$ cat config.mk
export PLATFORM = sky130hd
export DESIGN_NAME = i2c_slave_regs
export DESIGN_NICKNAME = d
export VERILOG_FILES = /design/src/rtl/i2c_slave_regs.sv
export SDC_FILE = /design/constraint.sdc
export NUM_CORES = 1
export LEC_CHECK = 0
export BUFFER_PORTS_ARGS = -buffer_cell sky130_fd_sc_hd__buf_2
export CORE_MARGIN = 8
export CORE_UTILIZATION = 31
export CTS_CLUSTER_SIZE = 24
export DETAILED_ROUTE_END_ITERATION = 16
export RECOVER_POWER = 100
export SETUP_SLACK_MARGIN = 0.15
export SYNTH_ARGS = -nofsm -noshare
export SYNTH_HDL_FRONTEND = slang
export SYNTH_SLANG_ARGS = --single-unit
$ cat constraint.sdc
create_clock -name clk -period 2.69 [get_ports clk]
set_input_delay 0.269 -clock clk [delete_from_list [all_inputs] [get_ports clk]]
set_output_delay 0.269 -clock clk [all_outputs]
set_load 0.05 [all_outputs]
$ cat src/rtl/i2c_slave_regs.sv
// I2C slave front end for a register file.
// A 7-bit device address is followed by a register pointer byte; subsequent
// written bytes are strobed out with auto-increment. A repeated START with
// R/W=1 reads bytes starting at the current pointer.
// Ports:
//   clk, rstn_in    system clock, asynchronous active-low reset
//   scl, sda        raw pad inputs
//   sda_out         open-drain drive (0 = pull low, 1 = release)
//   act_out         transaction addressed to this device is in progress
//   ptr_out         current register pointer (PW bits)
//   dat_in          read data for ptr_out, sampled 1 clk after rs_out
//   rs_out          read strobe
//   dat_out, ws_out write data / write strobe (address = ptr_out)
//   as_out, ps_out  address-match strobe, STOP strobe
module i2c_slave_regs #(
  parameter logic [6:0] MYADDR = 7'h3b,
  parameter int         PW     = 8,
  parameter int         FILT   = 3,
  parameter int         HOLD   = 2
) (
  input  logic          clk,
  input  logic          rstn_in,
  input  logic          scl,
  input  logic          sda,
  output logic          sda_out,
  output logic          act_out,
  output logic [PW-1:0] ptr_out,
  input  logic [7:0]    dat_in,
  output logic          rs_out,
  output logic [7:0]    dat_out,
  output logic          ws_out,
  output logic          as_out,
  output logic          ps_out
);

  typedef enum logic [3:0] {
    IDLE, ADDR, ADDR_ACK, PTR, PTR_ACK, WDAT, WDAT_ACK, RDAT, RDAT_MACK
  } state_t;

  // Index 0 = SCL, index 1 = SDA.
  logic [1:0] sync1, sync2, filt, filt_d;
  logic [2:0] fcnt [2];

  always_ff @(posedge clk or negedge rstn_in) begin
    if (!rstn_in) begin
      sync1   <= '1;
      sync2   <= '1;
      filt    <= '1;
      filt_d  <= '1;
      fcnt[0] <= '0;
      fcnt[1] <= '0;
    end else begin
      sync1  <= {sda, scl};
      sync2  <= sync1;
      filt_d <= filt;
      // Filtered level follows only after FILT consecutive differing samples.
      for (int unsigned i = 0; i < 2; i++) begin
        if (sync2[i] == filt[i]) begin
          fcnt[i] <= '0;
        end else if (fcnt[i] == 3'(FILT - 1)) begin
          filt[i] <= sync2[i];
          fcnt[i] <= '0;
        end else begin
          fcnt[i] <= fcnt[i] + 3'd1;
        end
      end
    end
  end

  logic scl_rise, scl_fall, start, stop;
  assign scl_rise = filt[0] & ~filt_d[0];
  assign scl_fall = ~filt[0] & filt_d[0];
  assign start    = filt[0] & filt_d[0] & filt_d[1] & ~filt[1];
  assign stop     = filt[0] & filt_d[0] & ~filt_d[1] & filt[1];

  state_t     state;
  logic [2:0] bitcnt;
  logic [7:0] shreg;
  logic       rw;
  logic [7:0] rx;
  assign rx = {shreg[6:0], filt[1]};

  // SDA level to present for the low phase that begins at this SCL fall.
  // ACK states see two falls: the first starts the ACK (bitcnt==0),
  // the second ends it and hands over to the next phase.
  logic fall_drv, fall_val;
  always_comb begin
    fall_drv = 1'b0;
    fall_val = 1'b1;
    if (scl_fall && !start && !stop) begin
      case (state)
        ADDR_ACK, PTR_ACK, WDAT_ACK: begin
          fall_drv = 1'b1;
          if (bitcnt == 3'd0)
            fall_val = 1'b0;
          else if (state == ADDR_ACK && rw)
            fall_val = shreg[7];
        end
        RDAT: begin
          fall_drv = 1'b1;
          fall_val = shreg[7];
        end
        RDAT_MACK: fall_drv = 1'b1;
        default: ;
      endcase
    end
  end

  // Output hold: the fall is detected one clk after the filtered level
  // changed, so the remaining HOLD-1 clks are counted from detection.
  logic       pend;
  logic [3:0] hcnt;
  always_ff @(posedge clk or negedge rstn_in) begin
    if (!rstn_in) begin
      sda_out <= 1'b1;
      pend    <= 1'b1;
      hcnt    <= '0;
    end else if (start || stop || state == IDLE) begin
      sda_out <= 1'b1;
      hcnt    <= '0;
    end else if (fall_drv) begin
      if (HOLD == 1) begin
        sda_out <= fall_val;
      end else begin
        pend <= fall_val;
        hcnt <= 4'(HOLD - 1);
      end
    end else if (hcnt != 4'd0) begin
      hcnt <= hcnt - 4'd1;
      if (hcnt == 4'd1) sda_out <= pend;
    end
  end

  always_ff @(posedge clk or negedge rstn_in) begin
    if (!rstn_in) begin
      state   <= IDLE;
      bitcnt  <= '0;
      shreg   <= '0;
      rw      <= 1'b0;
      ptr_out <= '0;
      act_out <= 1'b0;
      dat_out <= '0;
      rs_out  <= 1'b0;
      ws_out  <= 1'b0;
      as_out  <= 1'b0;
      ps_out  <= 1'b0;
    end else begin
      rs_out <= 1'b0;
      ws_out <= 1'b0;
      as_out <= 1'b0;
      ps_out <= 1'b0;
      if (rs_out) shreg <= dat_in;
      if (stop) begin
        state   <= IDLE;
        act_out <= 1'b0;
        ps_out  <= 1'b1;
        bitcnt  <= '0;
      end else if (start) begin
        state  <= ADDR;
        bitcnt <= '0;
      end else begin
        case (state)
          ADDR: if (scl_rise) begin
            shreg  <= rx;
            bitcnt <= bitcnt + 3'd1;
            if (bitcnt == 3'd7) begin
              if (rx[7:1] == MYADDR) begin
                state   <= ADDR_ACK;
                as_out  <= 1'b1;
                act_out <= 1'b1;
                rw      <= rx[0];
                rs_out  <= rx[0];
              end else begin
                state   <= IDLE;
                act_out <= 1'b0;
              end
            end
          end
          ADDR_ACK, PTR_ACK, WDAT_ACK: if (scl_fall) begin
            if (bitcnt == 3'd0) begin
              bitcnt <= 3'd1;
            end else begin
              bitcnt <= '0;
              if (state == ADDR_ACK) begin
                state <= rw ? RDAT : PTR;
              end else if (state == PTR_ACK) begin
                state <= WDAT;
              end else begin
                ptr_out <= ptr_out + 1'b1;
                state   <= WDAT;
              end
            end
          end
          PTR, WDAT: if (scl_rise) begin
            shreg  <= rx;
            bitcnt <= bitcnt + 3'd1;
            if (bitcnt == 3'd7) begin
              if (state == PTR) begin
                ptr_out <= rx[PW-1:0];
                state   <= PTR_ACK;
              end else begin
                dat_out <= rx;
                ws_out  <= 1'b1;
                state   <= WDAT_ACK;
              end
            end
          end
          // Shift on the rise so every fall in RDAT presents shreg[7].
          RDAT: if (scl_rise) begin
            shreg  <= {shreg[6:0], 1'b0};
            bitcnt <= bitcnt + 3'd1;
            if (bitcnt == 3'd7) state <= RDAT_MACK;
          end
          RDAT_MACK: if (scl_rise) begin
            if (!filt[1]) begin
              ptr_out <= ptr_out + 1'b1;
              rs_out  <= 1'b1;
              state   <= RDAT;
            end else begin
              act_out <= 1'b0;
              state   <= IDLE;
            end
          end
          default: ;
        endcase
      end
    end
  end

endmodule

==> Word level (Yosys, flattened, before mapping) <==
Cells that the tools add are included.
{ "totals": {"latch_bits": 0, "inputBits": 12, "mem_bits_rw": 0, "output_inout_bits": 22, "rom_bits": 0, "memories": 0, "register_bits": 57} }
{ "op_classes": {"shift": 0, "magnitude_cmp": 0, "addsub": 5, "mul": 0, "mux": 84, "reduce_logical": 32, "bitwise_logic": 17, "div": 0, "n_eq_ne": 40} }
{ "ops": {"columns": ["op", "count"], "rows": [
  ["$mux W8", 14],
  ["$mux W4", 14],
  ["$mux W1", 36],
  ["$ne A4 B4 Y1 const B", 9],
  ["$mux W3", 11],
  ["$pmux W8 S3", 1],
  ["$pmux W4 S5", 1],
  ["$ne A2 B2 Y1 const B", 9],
  ["$reduce_and A6 Y1", 3],
  ["$eq A4 B3 Y1 const B", 4],
  ["$pmux W8 S2", 1],
  ["$ne A3 B3 Y1 const B", 4],
  ["$reduce_and A12 Y1", 1],
  ["$not A1 Y1", 10],
  ["$reduce_and A10 Y1", 1],
  ["$add A3 B1 Y3 const B", 3],
  ["$reduce_bool A3 Y1", 3],
  ["$add A8 B1 Y8 const B", 1],
  ["$eq A4 B1 Y1 const B", 2],
  ["$eq A4 B2 Y1 const B", 2],
  ["$reduce_bool A4 Y1", 2],
  ["$and A1 B1 Y1", 7],
  ["$eq A7 B6 Y1 const B", 1],
  ["$reduce_bool A7 Y1", 1],
  ["other kinds (22)", 37]
]} }

==> Depth between registers and ports, before layout <==
Gate-level depths: netlist of the first run.
{ "logic_depth": {"ltp_word": 9, "depth_mapped": 8, "depth_no_buf": 7} }

==> Worst setup path before layout of the first run <==
OpenSTA, ideal clock, no wires.
{ "synth_timing": {"kind": "reg-to-reg", "start": "register filt[1]", "end": "register state[3]", "n_path_buf": 2, "setup_slack_ns": 0.625, "arrival_ns": 1.938, "path_stages_with_launch": 8, "t_required_ns": 2.562, "synth_period_minus_slack_ns": 2.065, "setup_ns": 0.128, "path_cell_list": "dfstp_2 > buf_2 > xor2_1 > nor2b_1 > buf_2 > nor3_1 > a2111o_1 > mux2_1"} }
{ "synth_between": {"elab_chain_len": 4} }
{ "synth_rtl": {"columns": ["item", "line_no", "rtl"], "rows": [
  ["start: declaration", "41", "logic [1:0] sync1, sync2, filt, filt_d;"],
  ["start signal: indexed assignment", "61", "filt[i] <= sync2[i];"],
  ["$not A1 Y1", "73", "assign start = filt[0] & filt_d[0] & filt_d[1] & ~filt[1];"],
  ["$and A1 B1 Y1", "73", null],
  ["$ne A4 B4 Y1 (no source line) (tied with other cells)", null, null],
  ["$reduce_and A10 Y1 (no source line) or $mux W4 (tied branches)", null, null],
  ["end signal: assignment", "185", "state <= rw ? RDAT : PTR;"],
  ["end: declaration", "76", "state_t state;"]
]} }
Several ways; a longest one is shown, not always the timed one.
A chain may end at the register's enable or synchronous reset.

==> Worst setup path after layout of the first run <==
Same ends and word-level chain as after synthesis.

==> results of run 1 <==
-- power by group through the flow --
stage,Clock (mW),Combinational (mW),Sequential [mW]
2_1_floorplan,0,0.682,1.17
6_report,0.798,0.760,1.28
3_5_place_dp,0,0.777,1.30
5_1_grt,0.862,0.857,1.32
3_3_place_gp,0,0.768,1.30
4_1_cts,0.827,0.782,1.28
-- Yosys cell counts (9+ instances only) --
cell type	instances	area share (%)
sky130_fd_sc_hd__dfrtp_1	47	38
sky130_fd_sc_hd__a21oi_1	25	4.1
sky130_fd_sc_hd__nand2_1	32	3.9
sky130_fd_sc_hd__nand2b_1	10	2.0
sky130_fd_sc_hd__nor3_1	13	2.1
sky130_fd_sc_hd__nor2_1	20	2.4
sky130_fd_sc_hd__o21ai_0	16	2.6
sky130_fd_sc_hd__nand3_1	17	2.8
sky130_fd_sc_hd__dfstp_2	10	8.5
sky130_fd_sc_hd__mux2i_1	9	2.9
sky130_fd_sc_hd__mux2_1	13	4.8
-- critical path: stages, from the launching register on --
cell and delay (ns):
sky130_fd_sc_hd__dfstp_1 0.90, sky130_fd_sc_hd__xor2_1 0.27, sky130_fd_sc_hd__nor2b_1 0.20, sky130_fd_sc_hd__nor3_1 0.07, sky130_fd_sc_hd__a2111o_1 0.44, sky130_fd_sc_hd__mux2_1 0.35
-- area by class of cell --
| class | count | area [µm²] |
|---|---|---|
| clock buffers | 12 | 155 |
| clock inverters | 3 | 40.0 |
| fillers | 1030 | 6180 |
| inverters | 6 | 22.5 |
| multi-input cells | 236 | 1520 |
| flip-flops and latches | 57 | 1440 |
| well taps | 133 | 166 |
| repair buffers | 43 | 198 |
-- registers in the layout, summed over array words and instances, names as in the netlist, 2 cells and up --
register / flops
filt_d: 2
bitcnt: 3
sync1: 2
hcnt: 4
dat_out: 8
ptr_out: 8
sync2: 2
state: 4
filt: 2
shreg: 8
fcnt: 6
-- path summary, 6_finish.rpt --
path	startpoint	endpoint	slack [ns]	cells past startpoint
max	filt[1]$_DFFE_PN1P_	state[3]$_DFFE_PN0P_	0.34	5
min	scl	sync1[0]$_DFF_PN1_	0.03	1
max reg2reg	filt[1]$_DFFE_PN1P_	state[3]$_DFFE_PN0P_	0.34	5
min reg2reg	sync1[0]$_DFF_PN1_	sync2[0]$_DFF_PN1_	0.36	0
max in group asynchronous	rstn_in	fcnt[1]$_DFF_PN0_	0.62	3
min in group asynchronous	rstn_in	ptr_out[6]$_DFFE_PN0P_	0.60	2
-- logic make-up (layout without fill, tap and decap cells) --
kind of cell | count (synthesis) | in the layout | share of synthesized area, %
mux | 25 | 25 | 8.78
fa+ha+maj | 7 | 7 | 2.84
simple gates | 125 | 125 | 21.6
xor+xnor | 7 | 7 | 2.24
compound gates | 72 | 72 | 14.3
buf+inv | 24 | 64 | 3.49
flops | 57 | 57 | 46.7
-- metrics by stage --
stage | instances | setup WS, ns | power [mW] | util [%] | hold slack, ns
2_1_floorplan | 317 | 0.625 | 1.85 | - | -0.0266
3_3_place_gp | 474 | 0.451 | 2.07 | 34.9 | 0.230
3_5_place_dp | 474 | 0.381 | 2.08 | 34.9 | 0.227
4_1_cts | 490 | 0.370 | 2.89 | 37.0 | 0.00977
5_1_grt | 490 | 0.150 | 3.03 | 36.4 | 0.0126
6_report | 490 | 0.336 | 2.84 | 36.4 | 0.0276
-- metal layers --
| layer | global-route usage [%] | vias to the layer above |
|---|---|---|
| met5 | 0 | - |
| met4 | 6.83 | 0 |
| met3 | 1.98 | 16 |
| met2 | 17.3 | 57 |
| met1 | 14.7 | 1187 |
| li1 | - | 1215 |
-- repair_timing --
action / in CTS / in global routing
gates resized for setup: 0 / 0
endpoints found under the setup margin: 0 / 0
hold buffers: 1 / 0
hold endpoints to repair: 15 / 0
==> results.md, run 1 <==
* Run status: finished clean
* Sequential group share of total power at between 40% and 50%
* Switching share of power at 35.7%
* Length of routed met2 wiring at ~3.3 mm
* Synthesized cell area at 3080 µm²
* Sum of overflow across all layers after global routing at 0
* DIE AREA at 13400 µm²
* WP data required at 2.91 ns
* PwrDens at ~800 nW/µm²
* Unrepaired setup endpoints after global routing: false
* Placed inst area at approximately 3400 µm²
* Final hold violations at 0
* Hold Path Class: input port to register
* Number of buffers added by the clock tree synthesis step at 9
* Buffer levels on the longest clock path at 2
* Post-CTS Repair Setup Buffers at 0
* Number of clock sinks at 57
* Buffers on Ports at 33
* Routed wire length at roughly 7 mm
* Drt wl/cell at roughly 14 µm
* Setup Total Neg Slack at 0 ns
* Register area share after synthesis at 46.7%
* Average instance area after synthesis at 9.71 µm²
* Net switching power at 1.02 mW
* Peak Freq at 425 MHz
* Arrival time at the worst endpoint at 2.57 ns
* Most used DFF post-synth: sky130_fd_sc_hd__dfrtp_1
* Total of flip-flops plus latches after synthesis at 57
* Worst rel slew slack at about a third
* Proportion of power drawn by the clock network at between 20 and 30%
* Num ports at 34
* Via count at 2475
* Effective utilization at floorplan at 31.6%
* Final setup fails at 0
* Internal Power at about 1.8 mW
* Average vias per placed instance at just over 5
* Commonest cells after routing, fill and taps aside: sky130_fd_sc_hd__dfrtp_1 (47), sky130_fd_sc_hd__nand2_1 (32), sky130_fd_sc_hd__clkbuf_1 (27)
* First-pass GRT wire length at between 10 and 15 mm
* Count of standard-cell rows at 36
* Width of the die at 116 µm
* Clock tree root driver cell: sky130_fd_sc_hd__clkbuf_8
* Largest fanout of any net on the critical path at 17
* Gate count of the mapped netlist at 317
* Final clock skew at 0.0103 ns
* Top layer in use: met4
* Length of routed wiring on met1 at 3.28 mm
* Drt first pass iters at 4
* Number of warning messages in the yosys log at 0
* Number of levels the H-tree was split into at 3
* Overall track demand over capacity in global routing at a little under an eighth
* Final routed DRC violation total at 0
* GPL Wtd Cong at 0.934
* Commonest non-fill, non-tap cell in the layout: sky130_fd_sc_hd__dfrtp_1
* Detailed Route Iter0 Violations at around 200
* Startpoint class of the critical path: register
* Synth async-reset ratio at 100%
* Slew of the pin with the lowest slew margin at 0.972 ns
* Final antenna-violating net count at 0
* Height of the chip at about 120 µm
* Number of antenna repair diodes at 0
* Met3 routed wirelength at between 300 and 400 µm
* Type of the worst setup path: register to register
* Period minus WS final at 2.35 ns
* Area of the placeable core at 9730 µm²
* Clock tree from TritonCTS: built
* Number of max-cap violations at 0
* Vias in the first global route at 2387
* VDD IR max at ~0.33 mV
* Count of flip-flops with a built-in enable after synthesis at 0
* Synthesized net count at 336
* Sum of net half-perimeters after detailed placement at 5.13 mm
* Antenna violations before repair at 0
* Post-route cell area at between 3000 and 4000 µm²
* Count of distinct cell types in the synthesized netlist at 52
* Largest net degree at the start of global routing at 41
* Clock-pin slew on the worst setup and hold paths at 0.06 ns
* Post-route clock period utilization at 87.5%
* Area Growth Syn to Fin at 15.1%
* Leakage power summed over all cells at 1.47 nW
* Power share of the combinational group at approximately 27%
* Nature of the critical path endpoint: register
* Final Max Tran Viols at 0
* Layout Nets at 372
* Fraction of final layout cells sized beyond drive strength 1 at 13.7%
* Clock latency reported for the late side of the worst-skew pair at between 0.3 and 0.4 ns
(Power assumes the default switching activity.)
==> inputs of run 2 (changes only) <==
--- a/config.mk
+++ b/config.mk
@@ -10,6 +10,7 @@
 export CORE_UTILIZATION = 31
 export CTS_CLUSTER_SIZE = 24
 export DETAILED_ROUTE_END_ITERATION = 16
+export GPL_TIMING_DRIVEN = 0
 export RECOVER_POWER = 100
 export SETUP_SLACK_MARGIN = 0.15
 export SYNTH_ARGS = -nofsm -noshare
==> results.md, run 2 (synthesis gave the netlist of run 1 again) <==
* GPL Wtd Cong at 0.930
* Layout Nets at 380
* Final routed DRC violation total at 0
* Commonest cells after routing, fill and taps aside: sky130_fd_sc_hd__dfrtp_1 (47), sky130_fd_sc_hd__clkbuf_1 (34), sky130_fd_sc_hd__nand2_1 (32)
* Final Total Pwr at 2.91 mW
* Worst rel slew slack at about 6.5%
* Post-CTS Repair Setup Buffers at 0
* DIE AREA at 13400 µm²
* Count of standard-cell rows at 36
* WP data required at around 3 ns
* Vias in the first global route at 2483
* Startpoint class of the critical path: register
* Type of the worst setup path: register to register
* Resized cells post-CTS at 0
* Number of buffers added by the clock tree synthesis step at 9
* Number of buffers and inverters on the critical path at 2
* Num ports at 34
* Cell type of the slowest stage on the worst timing path: sky130_fd_sc_hd__dfrtp_1
* Number of clock sinks at 57
* Largest net degree at the start of global routing at 58
* Average vias per placed instance at 5.03
* Via count at around 2500
* Area Growth Syn to Fin at 16.2%
* Routed wire length at between 7 and 8 mm
* Final setup fails at 0
* Width of the die at 116 µm
* Stage delay of the slowest cell on the critical path at approximately 0.46 ns
* Antenna violations before repair at 0
* Effective utilization at floorplan at 31.6%
* Arrival time at the worst endpoint at approximately 2.6 ns
* Clock latency reported for the late side of the worst-skew pair at ~0.34 ns
* Count of hold buffers inserted by post-cts repair at 0
* Unrepaired setup endpoints after global routing: false
* Buffers on Ports at 33
* Number of antenna repair diodes at 0
* Clock tree from TritonCTS: built
* Clock tree root driver cell: sky130_fd_sc_hd__clkbuf_8
* Slew of the pin with the lowest slew margin at 1.40 ns
* Final antenna-violating net count at 0
* Period minus WS final at 2.38 ns
* Detailed Route Iter0 Violations at between 100 and 150
* Peak Freq at 420 MHz
* Leakage power summed over all cells at 1.49 nW
* Number of levels the H-tree was split into at 3
* Category of cells accounting for the largest share of critical-path delay: compound AO/OA/AOI/OAI gates
* Commonest non-fill, non-tap cell in the layout: sky130_fd_sc_hd__dfrtp_1
* Sum of net half-perimeters after detailed placement at between 5 and 6 mm
* Final clock skew at 0.0130 ns
* Final hold violations at 0
* PwrDens at about 810 nW/µm²
* Final Max Tran Viols at 0
* Drt first pass iters at 4
* Fill cell instance count of the final layout at about 1000
* Post-route clock period utilization at 88.5%
* Setup slack, reg-to-reg at 0.31 ns
* Hold Path Class: input port to register
* Biggest regs: dat_out: 8 flops, ptr_out: 8 flops, shreg: 8 flops
* Buffer levels on the longest clock path at 2
* Height of the chip at 116 µm
* Sum of overflow across all layers after global routing at 0
* VDD IR max at 0.321 mV
* Area of the placeable core at 9730 µm²
* Setup Total Neg Slack at 0 ns
* Cell Chain, Critical Path: clkbuf_1, nor3b_1, a211oi_1, a211oi_2, clkbuf_2, nor2_1, a31oi_1
* Overall track demand over capacity in global routing at between 10% and 20%
* Clock-pin slew on the worst setup and hold paths at 0.06 ns
* Largest fanout of any net on the critical path at 10
* Number of max-cap violations at 0
* First-pass GRT wire length at 12.1 mm
* Fraction of final layout cells sized beyond drive strength 1 at 14.8%
* Drt wl/cell at 14.4 µm
* Nature of the critical path endpoint: register
* Run status: finished clean
[run 2: cell types whose count changed in the layout (fill, tap and decap cells not counted), sizes merged]
cell / before / now
dlygate4sd3: 1 / 0
clkbuf: 40 / 47
buf: 14 / 17
[run 2: cell type report]
| class | instances | area (µm²) | area share, % |
|---|---|---|---|
| Inverter | 6 | 22.5 | 0.630 |
| Buffer | 18 | 80.1 | 2.24 |
| Tap cell | 133 | 166 | 4.65 |
| Clock buffer | 13 | 159 | 4.44 |
| Multi-Input combinational cell | 236 | 1530 | 42.8 |
| Timing Repair Buffer | 33 | 138 | 3.85 |
| Sequential cell | 57 | 1440 | 40.2 |
| Clock inverter | 3 | 40.0 | 1.12 |
[run 2: final timing paths]
kind	start	depth (start not counted)	endpoint
max in group asynchronous	rstn_in	1	fcnt[2]$_DFF_PN0_
hold / removal	scl	1	sync1[0]$_DFF_PN1_
hold reg to reg	sync1[1]$_DFF_PN1_	0	sync2[1]$_DFF_PN1_
setup / recovery	state[3]$_DFFE_PN0P_	7	ptr_out[1]$_DFFE_PN0P_
min in group asynchronous	rstn_in	1	ptr_out[6]$_DFFE_PN0P_
setup reg to reg	state[3]$_DFFE_PN0P_	7	ptr_out[1]$_DFFE_PN0P_
[run 2: layer usage]
metal	track usage [%]	vias up	part of all wire [%]
li1	-	1239	-
met1	14.4	1204	47
met2	17.5	56	46
met3	3.18	12	5.1
met4	5.62	0	1.8
met5	0	-	0
[run 2: where the power goes]
part / switching [mW] / internal, mW / total, mW
logic: 0.577 / 0.345 / 0.922
clock network: 0.330 / 0.476 / 0.806
registers: 0.146 / 1.03 / 1.18
[run 2: per-stage QoR]
stage,hold slack [ns],setup slack [ns],cells,util [%],area [µm²]
2_1_floorplan,-0.0266,0.625,317,-,3080
3_3_place_gp,0.346,0.372,483,35.1,3410
3_5_place_dp,0.347,0.378,483,35.1,3410
4_1_cts,0.0116,0.347,499,37.1,3610
5_1_grt,0.00466,0.132,499,36.8,3580
6_report,0.0314,0.310,499,36.8,3580
==> inputs of run 3 (changes only) <==
--- a/config.mk
+++ b/config.mk
@@ -8,7 +8,7 @@
 export BUFFER_PORTS_ARGS = -buffer_cell sky130_fd_sc_hd__buf_2
 export CORE_MARGIN = 8
 export CORE_UTILIZATION = 31
-export CTS_CLUSTER_SIZE = 24
+export CTS_CLUSTER_SIZE = 28
 export DETAILED_ROUTE_END_ITERATION = 16
 export GPL_TIMING_DRIVEN = 0
 export RECOVER_POWER = 100
==> constraint.sdc (replaced) <==
create_clock -name clk -period 1.93 [get_ports clk]
set_input_delay 0.193 -clock clk [delete_from_list [all_inputs] [get_ports clk]]
set_output_delay 0.193 -clock clk [all_outputs]
set_load 0.05 [all_outputs]
==> results.md, run 3 (synthesis gave the netlist of run 1 again) <==
* Run status: complete, but fails checks
* Violated checks: setup timing
* Vias in the first global route at 2798
* Post-placement cell count at roughly 480
* Sequential group share of total power at 34.8%
* Launching instance or port of the critical path: state[2]$_DFFE_PN0P_
* Startpoint class of the critical path: register
* Hold Path Sink: shreg[3]$_DFF_PN0_
* Drt wl/cell at 16.1 µm
* Sum of net half-perimeters after detailed placement at 5.31 mm
* Stage delay of the slowest cell on the critical path at 0.50 ns
* Final Total Pwr at 4.82 mW
* Worst rel slew slack at between 50 and 60%
* Placed inst area at between 3000 and 4000 µm²
* Final hold slack at 0.152 ns
* Cell with the most instances on the worst path: sky130_fd_sc_hd__buf_4
* Category of cells accounting for the largest share of critical-path delay: buffers and inverters
* Commonest non-fill, non-tap cell in the layout: sky130_fd_sc_hd__dfrtp_1
* Largest net degree at the start of global routing at 58
* Number of buffers and inverters on the critical path at 3
* Routed wire length at about 8.6 mm
* Place WS at -0.347 ns
* Worst Min Path Start: dat_in[3]
* Final hold violations at 0
* Proportion of power drawn by the clock network at 25.0%
* Num ports at 34
* Net switching power at 1.76 mW
* Arrival time at the worst endpoint at about 2.4 ns
* Final Max Tran Viols at 0
* Post-route core utilization at 43.4%
* Largest fanout of any net on the critical path at 6
* Number of buffers added by the clock tree synthesis step at 9
* Number of max-cap violations at 0
* Buffers on Ports at 33
* Unrepaired setup endpoints after global routing: true
* Drt first pass iters at 5
* Number of cells on the worst reg-to-reg path at 8
* Biggest regs: dat_out: 8 flops, ptr_out: 8 flops, shreg: 8 flops
* Width of the die at about 120 µm
* Fraction of final layout cells sized beyond drive strength 1 at 37.1%
* Cell Chain, Critical Path: buf_4, nor4b_4, buf_4, nand2_1, a31oi_1, a2111o_1, buf_6, mux2_4
* VDD IR max at 0.670 mV
* Clock-pin slew on the worst setup and hold paths at 0.06 ns
* Fin worst setup slack at -0.204 ns
* Post-route clock period utilization at 111%
* Detailed Route Iter0 Violations at 257
* Area of the placeable core at 9730 µm²
* Nature of the critical path endpoint: register
* WP data required at roughly 2.2 ns
* Hold Path Class: input port to register
* Commonest cells after routing, fill and taps aside: sky130_fd_sc_hd__dfrtp_1 (45), sky130_fd_sc_hd__buf_2 (32), sky130_fd_sc_hd__nand2_1 (31)
* Period minus WS final at 2.13 ns
* Final setup fails at 4
* Setup Total Neg Slack at -0.803 ns
* Cell type of the slowest stage on the worst timing path: sky130_fd_sc_hd__dfrtp_2
* Hold Path Stages at 3
* Via count at 2811
* Clock latency reported for the late side of the worst-skew pair at 0.35 ns
* PwrDens at 1140 nW/µm²
* Final antenna-violating net count at 0
* Area Growth Syn to Fin at 37.2%
* Power share of the combinational group at 40.2%
* Number of antenna repair diodes at 0
* Number of clock sinks at 57
* Internal Power at just over 3 mW
* Setup slack, reg-to-reg at -0.20 ns
* Clock tree root driver cell: sky130_fd_sc_hd__clkbuf_8
* Post-route cell area at between 4000 and 5000 µm²
* Antenna violations before repair at 0
* Switching share of power at 36.4%
* Leakage power summed over all cells at 1.86 nW
* Reg2Reg Launch Point: state[2]$_DFFE_PN0P_
* Sum of overflow across all layers after global routing at 0
* Slew of the pin with the lowest slew margin at 0.710 ns
* Overall track demand over capacity in global routing at 12.9%
* Type of the worst setup path: register to register
* Final routed DRC violation total at 0
* Buffer levels on the longest clock path at 2
* Count of standard-cell rows at 36
* DIE AREA at 13400 µm²
* Average vias per placed instance at 5.23
* Endpoint of the most critical register-to-register path: state[0]$_DFFE_PN0P_
* Peak Freq at approximately 470 MHz
* Clock tree from TritonCTS: built
* Number of levels the H-tree was split into at 3
* GPL Wtd Cong at 0.929
* Effective utilization at floorplan at 31.6%
* Final clock skew at roughly 0.012 ns
* Height of the chip at 116 µm
* First-pass GRT wire length at 13.7 mm
* Number of non-filler instances in the completed layout at 537
* Layout Nets at 418
run 3: power groups by stage:
stage | Clock, mW | Sequential (mW) | Combinational [mW]
floorplan | 0 | 1.63 | 0.990
global route | 1.28 | 1.72 | 2.08
detailed placement | 0 | 1.67 | 1.33
CTS | 1.24 | 1.66 | 1.64
finish | 1.20 | 1.68 | 1.94
global placement | 0 | 1.66 | 1.31
run 3: worst max-delay path by stage:
stage | end | slack (ns) | cells past startpoint
finish | state[0]$_DFFE_PN0P_ | -0.20 | 8
detailed placement | ptr_out[6]$_DFFE_PN0P_ | -0.35 | 7
floorplan | state[2]$_DFFE_PN0P_ | -0.04 | 7
global route | state[0]$_DFFE_PN0P_ | -0.22 | 8
global placement | ptr_out[6]$_DFFE_PN0P_ | -0.34 | 7
CTS | state[0]$_DFFE_PN0P_ | -0.13 | 6
run 3: repair_timing:
item                                    4_1_cts  5_1_grt
endpoints found under the hold margin         2       47
endpoints found under the setup margin       30       35
hold buffers                                  2        1
gates cloned                                  0        0
setup buffers                                17       18
resized for setup                            32       34
pin swaps                                    10        3
run 3: worst min-delay path: stages:
cell and delay (ns):
sky130_fd_sc_hd__buf_2 0.08, sky130_fd_sc_hd__mux2i_1 0.05, sky130_fd_sc_hd__o21ai_0 0.13
run 3: per-layer routing:
layer	wire length [µm]	vias to the layer above	global-route usage [%]
met5	0	-	0
met4	279	0	7.43
met3	415	30	3.02
met2	4230	111	20.5
met1	3700	1363	15.9
li1	-	1307	-
run 3: area by class of cell:
cell class / instances / area [µm²]
flip-flops and latches: 57 / 1440
multi-input cells: 236 / 1750
fillers: 896 / 5510
plain buffers: 18 / 143
well taps: 133 / 166
clock buffers: 12 / 135
inverters: 6 / 22.5
clock inverters: 4 / 70.1
repair buffers: 71 / 499
